`src/rtl/par_reg_pkg.sv`:
```
// Shared constants for the par_reg sequencer: geometry, beat counter sizing, FSM encoding.
package par_reg_pkg;
  localparam int REG_W     = 512;
  localparam int DATA_W    = 32;
  localparam int WID_W     = 10;
  localparam int MAX_BEATS = REG_W / DATA_W;
  localparam int CNT_W     = $clog2(MAX_BEATS + 1);

  localparam logic [1:0] ST_IDLE = 2'd0;
  localparam logic [1:0] ST_CFG  = 2'd1;
  localparam logic [1:0] ST_LOAD = 2'd2;
  localparam logic [1:0] ST_DONE = 2'd3;
endpackage

```
`src/rtl/rr_arbiter.sv`:
```
// Combinational round-robin pick: first asserted req at or above ptr, wrapping.
module rr_arbiter #(
  parameter int NREQ  = 2,
  parameter int IDX_W = (NREQ > 1) ? $clog2(NREQ) : 1
) (
  input  logic [NREQ-1:0]  req,
  input  logic [IDX_W-1:0] ptr,
  output logic [NREQ-1:0]  pick,
  output logic [IDX_W-1:0] idx,
  output logic             any
);
  int j;

  always_comb begin
    idx = '0;
    j   = 0;
    any = |req;
    // Walk offsets from far to near so the closest hit to ptr is the last writer.
    for (int k = NREQ - 1; k >= 0; k--) begin
      j = int'(ptr) + k;
      if (j >= NREQ) j = j - NREQ;
      if (req[j]) idx = IDX_W'(j);
    end
    pick = any ? (NREQ'(1) << idx) : '0;
  end
endmodule

```
`src/rtl/par_reg_ctrl.sv`:
```
// Arbitrates NREQ requesters onto par_reg: configures WIDTH, assembles beats into op, pulses op_valid.
module par_reg_ctrl import par_reg_pkg::*; #(
  parameter int NREQ   = 2,
  parameter int DATA_W = par_reg_pkg::DATA_W,
  parameter int REG_W  = par_reg_pkg::REG_W,
  parameter int WID_W  = par_reg_pkg::WID_W
) (
  input  logic                     clock,
  input  logic                     reset,
  input  logic [NREQ-1:0]          req,
  input  logic [NREQ*WID_W-1:0]    req_width,
  input  logic [NREQ*DATA_W-1:0]   s_data,
  input  logic [NREQ-1:0]          s_valid,
  output logic [NREQ-1:0]          s_ready,
  output logic [NREQ-1:0]          gnt,
  output logic [WID_W-1:0]         WIDTH,
  output logic [REG_W-1:0]         op,
  output logic                     op_valid,
  output logic                     busy,
  output logic                     err,
  output logic                     abort
);
  localparam int IDX_W  = (NREQ > 1) ? $clog2(NREQ) : 1;
  localparam int BCNT_W = $clog2(REG_W / DATA_W + 1);

  logic [1:0]        state;
  logic [IDX_W-1:0]  rr_ptr, g_q, pick_idx;
  logic [NREQ-1:0]   pick_oh;
  logic              pick_any;
  logic [BCNT_W-1:0] cnt, beats_q, w_beats;
  logic [WID_W-1:0]  w_req, w_clamp;
  logic [REG_W-1:0]  mask;
  logic [DATA_W-1:0] beat;

  rr_arbiter #(.NREQ(NREQ), .IDX_W(IDX_W)) u_arb (
    .req  (req),
    .ptr  (rr_ptr),
    .pick (pick_oh),
    .idx  (pick_idx),
    .any  (pick_any)
  );

  function automatic logic [IDX_W-1:0] nxt(input logic [IDX_W-1:0] i);
    return (int'(i) == NREQ - 1) ? '0 : i + 1'b1;
  endfunction

  assign w_req   = req_width[pick_idx*WID_W +: WID_W];
  assign w_clamp = (w_req > WID_W'(REG_W)) ? WID_W'(REG_W) : w_req;
  assign w_beats = BCNT_W'((32'(w_clamp) + DATA_W - 1) / DATA_W);

  // Bits at or above the configured width never reach op.
  always_comb begin
    mask = '0;
    for (int i = 0; i < REG_W; i++) mask[i] = (i < int'(WIDTH));
  end

  assign beat = s_data[g_q*DATA_W +: DATA_W] & mask[cnt*DATA_W +: DATA_W];

  always_ff @(posedge clock) begin
    if (!reset) begin
      state    <= ST_IDLE;
      rr_ptr   <= '0;
      g_q      <= '0;
      cnt      <= '0;
      beats_q  <= '0;
      gnt      <= '0;
      s_ready  <= '0;
      WIDTH    <= '0;
      op       <= '0;
      op_valid <= 1'b0;
      busy     <= 1'b0;
      err      <= 1'b0;
      abort    <= 1'b0;
    end else begin
      op_valid <= 1'b0;
      err      <= 1'b0;
      abort    <= 1'b0;
      case (state)
        ST_IDLE: if (pick_any) begin
          if (w_req == '0) begin
            err    <= 1'b1;
            rr_ptr <= nxt(pick_idx);
          end else begin
            g_q     <= pick_idx;
            gnt     <= pick_oh;
            WIDTH   <= w_clamp;
            beats_q <= w_beats;
            op      <= '0;
            cnt     <= '0;
            busy    <= 1'b1;
            state   <= ST_CFG;
          end
        end
        ST_CFG: begin
          s_ready <= gnt;
          state   <= ST_LOAD;
        end
        ST_LOAD: begin
          if (!req[g_q]) begin
            abort   <= 1'b1;
            op      <= '0;
            gnt     <= '0;
            s_ready <= '0;
            busy    <= 1'b0;
            rr_ptr  <= nxt(g_q);
            state   <= ST_IDLE;
          end else if (s_valid[g_q]) begin
            op[cnt*DATA_W +: DATA_W] <= beat;
            cnt <= cnt + 1'b1;
            if (cnt + 1'b1 == beats_q) begin
              op_valid <= 1'b1;
              gnt      <= '0;
              s_ready  <= '0;
              rr_ptr   <= nxt(g_q);
              state    <= ST_DONE;
            end
          end
        end
        ST_DONE: begin
          busy  <= 1'b0;
          state <= ST_IDLE;
        end
        default: state <= ST_IDLE;
      endcase
    end
  end
endmodule

```
`config.mk`:
```
export PLATFORM = sky130hd
export DESIGN_NAME = par_reg_ctrl
export DESIGN_NICKNAME = d
export VERILOG_FILES = /design/src/rtl/par_reg_pkg.sv /design/src/rtl/rr_arbiter.sv /design/src/rtl/par_reg_ctrl.sv
export SDC_FILE = /design/constraint.sdc
export NUM_CORES = 1
export LEC_CHECK = 0
export ABC_AREA = 1
export CORE_ASPECT_RATIO = 1.25
export CORE_MARGIN = 3
export CORE_UTILIZATION = 41
export DETAILED_ROUTE_END_ITERATION = 6
export DONT_BUFFER_PORTS = 1
export GPL_ROUTABILITY_DRIVEN = 0
export HOLD_SLACK_MARGIN = 0.06
export PLACE_DENSITY = 0.56
export SYNTH_ARGS = -nofsm -noshare
export SYNTH_HDL_FRONTEND = slang
export SYNTH_SLANG_ARGS = --single-unit
```
`constraint.sdc`:
```
create_clock -name clock -period 6.7 [get_ports clock]
set_input_delay 2.01 -clock clock [delete_from_list [all_inputs] [get_ports clock]]
set_output_delay 2.01 -clock clock [all_outputs]
set_load 0.1 [all_outputs]
```
==> impl_metrics.tcl <==
set metrics [dict create \
    worstMarginPinSlew_ns 1.24 \
    grt_usage_pct 36.8 \
    cts_buffers 55 \
    synth_commonest_cells "nand2_1, a21oi_1, dfxtp_1, nand3_1, nor2_1" \
    clock_latency_ns 0.63 \
    avgRoutedWirePerCell_microns 27.2 \
    synth_area_leader_cell "dfxtp_1" \
    area_growth_pct 7.58 \
    final_antenna_net_count 0 \
    p_int_uw 5580 \
    drc 0 \
    crit_required_ns 7.24 \
    cts_root_buf "clkbuf_16" \
    rsz0062_at_grt "false" \
    design.core.area_sq_mm 0.0683 \
    fin_crit_sh_pct 74.5 \
    grt_max_degree 152 \
    p_leak_uw 0.0105 \
    finalHoldViolCount 0 \
    drive_gt1_share_pct 6.86 \
    rows 107 \
    power_density_mw_per_mm2 329 \
    routed_wl_microns 140000 \
    fmax_mhz 200 \
    ios 620 \
    vias 31300 \
    viasPerCell 6.10 \
    placed_area_sq_mm 0.0286 \
    overflow 0 \
    htreeDepth 2 \
    grt_use_met2_pct 60.0 \
    die_h_microns 300 \
    grt_first_pass_wirelength_microns 199000 \
    yosysWarnings 0 \
    synth_edf_count 0 \
    cts_resized 0 \
    cts.sinks 544 \
    hold_path.class "flop to flop" \
    dp_hpwl_microns 95900 \
    synth_flop_cell "dfxtp_1" \
    cts.clk_slew.worst_paths_ns 0.06 \
    ys_seq_area_share_pct 38.5 \
    cap_violations 0 \
    slew_headroom_pct 17.4 \
    critPathMaxFanout 46 \
    firstDrtPassIters 7 \
    ir_worst_vdd_v 0.000281 \
    yosysUniqueCellTypes 44 \
    avgSynthCellArea_sq_um 6.40 \
    cp-start-kind "flop" \
    grt_pass1_vias 28000 \
    yosysMostFrequentCell "nand2_1" \
    clockBufferDepth 3 \
    seqPwrFrac_pct 33.7 \
    cp-end-kind "flop" \
    pwr-share-comb_pct 34.9 \
    nFillCells 7352 \
    p_sw_share_pct 44.4 \
    cts_tree "yes" \
    setup_tns_ns 0 \
    status "finished, final reports clean" \
    async_flop_share_pct 0 \
    postCtsSetupBuffers 0 \
    die_area_sq_mm 0.0723 \
    hold_depth 2 \
    critPathArrivalTime_ns 5.53 \
    hold_slack_ns 0.496 \
    syn_nets 4517 \
    pwr-share-clk_pct 31.4 \
    path_class "flop to flop" \
    stdcell_area_sq_mm 0.0305 \
    yosys.area.top_type_share_pct 38.5 \
    synth_area_sq_mm 0.0283 \
    met1_usage_pct 42.9 \
    p_switching_uw 4450 \
    r2r_cells 13 \
    portBuffers 0 \
    seqCellArea_sq_mm 0.0109 \
    multi_input_area_sq_mm 0.0154 \
    drv_slew 0 \
    fp.dieW_microns 241 \
    ys_ff_latch 544 \
    use_met3_pct 11.9 \
    cts_hold_buf 0 \
    nets 4310 \
    drtIter0Drc 3618 \
    top_usage_layer "met2" \
    fin_skew_ns 0.0298 \
    setup_violations 0 \
    start_util_pct 41.5 \
    period_minus_slack_ns 4.99 \
    power_uw 10000 \
    antenna_found_initial 4 \
    finish.utilization_pct 44.6 \
    synth_area_leaders "dfxtp_1, nand2_1, a21oi_1" \
    syn_inst 4421 \
]
## layout make-up
type	instances	share of cell area [%]
tap	872	3.58
timing repair buffer	82	2.14
antenna	3	0.0247
sequential	544	35.8
inverter	145	1.82
clock buffer	79	5.31
clock inverter	22	0.653
multi-input combinational	3386	50.7
## routing by layer
layer  part of all wire (%)  wire [microns]  up-vias
met5                  0.088             123        -
met4                    6.6            9160        4
met3                     11           15400      421
met2                     47           65300     1822
met1                     36           49800    14800
li1                       -               -    14300
## cell usage in the layout (no fill, tap or decap), drive strengths merged, types with 10 or more instances in the layout
cell and instances:
o21ai 142, clkbuf 79, nand2 1461, a21oi 577
nor3 39, clkinv 17, inv 147, nand4 210
nor2 426, nand3 431, dfxtp 544, o21a 10
buf 82, o211ai 26
## final timing paths
check / start / end / slack [ns]
setup reg to reg: cnt[1]$_SDFFE_PN0P_ / op[24]$_SDFFE_PN0P_ / 1.71
setup / recovery: cnt[1]$_SDFFE_PN0P_ / op[24]$_SDFFE_PN0P_ / 1.71
hold reg to reg: beats_q[0]$_SDFFE_PN0P_ / beats_q[0]$_SDFFE_PN0P_ / 0.50
hold / removal: beats_q[0]$_SDFFE_PN0P_ / beats_q[0]$_SDFFE_PN0P_ / 0.50
## critical path, cell delays in order (launching register included)
cell,delay (ns)
dfxtp_2,0.84
inv_2,0.59
ha_4,0.53
nor2_4,0.11
buf_4,0.47
inv_2,0.42
nor3_1,0.34
nand4_1,0.16
nor3_1,0.15
nand2_1,0.07
buf_4,0.23
inv_1,0.61
nand3_1,0.16
a21oi_1,0.18
## flip-flops by register name (all words and copies together), names as in the netlist
name and count:
s_ready 2, WIDTH 10, g_q 1, state 2, op_valid 1, beats_q 5, cnt 5, err 1
gnt 2, busy 1, abort 1, op 512, rr_ptr 1
## power by group through the flow
stage	logic, uW	clock network (uW)	registers (uW)
2_1_floorplan	2100	0	3440
3_3_place_gp	3360	0	3450
3_5_place_dp	3350	0	3450
4_1_cts	3360	3180	3380
5_1_grt	3670	3300	3380
6_report	3500	3150	3380
## stage by stage
stage	std cells	setup WS [ns]
final	5133	1.71
after global routing	5132	1.51
after CTS	5130	1.89
after detailed placement	5029	1.70
after global placement	5029	1.79
after floorplan	4421	2.81
## logic make-up after synthesis
logic type               Yosys count  synth area share, %
AND/OR/NAND/NOR                 2583                 38.9
AO/OA/AOI/OAI                    785                 14.6
flip-flops                       544                 38.5
buffers and inverters            491                 7.43
XOR/XNOR                           8                0.248
adder cells (fa/ha/maj)            6                0.265
multiplexers                       4                0.141
Note: power is estimated with default switching activity, not from simulation.
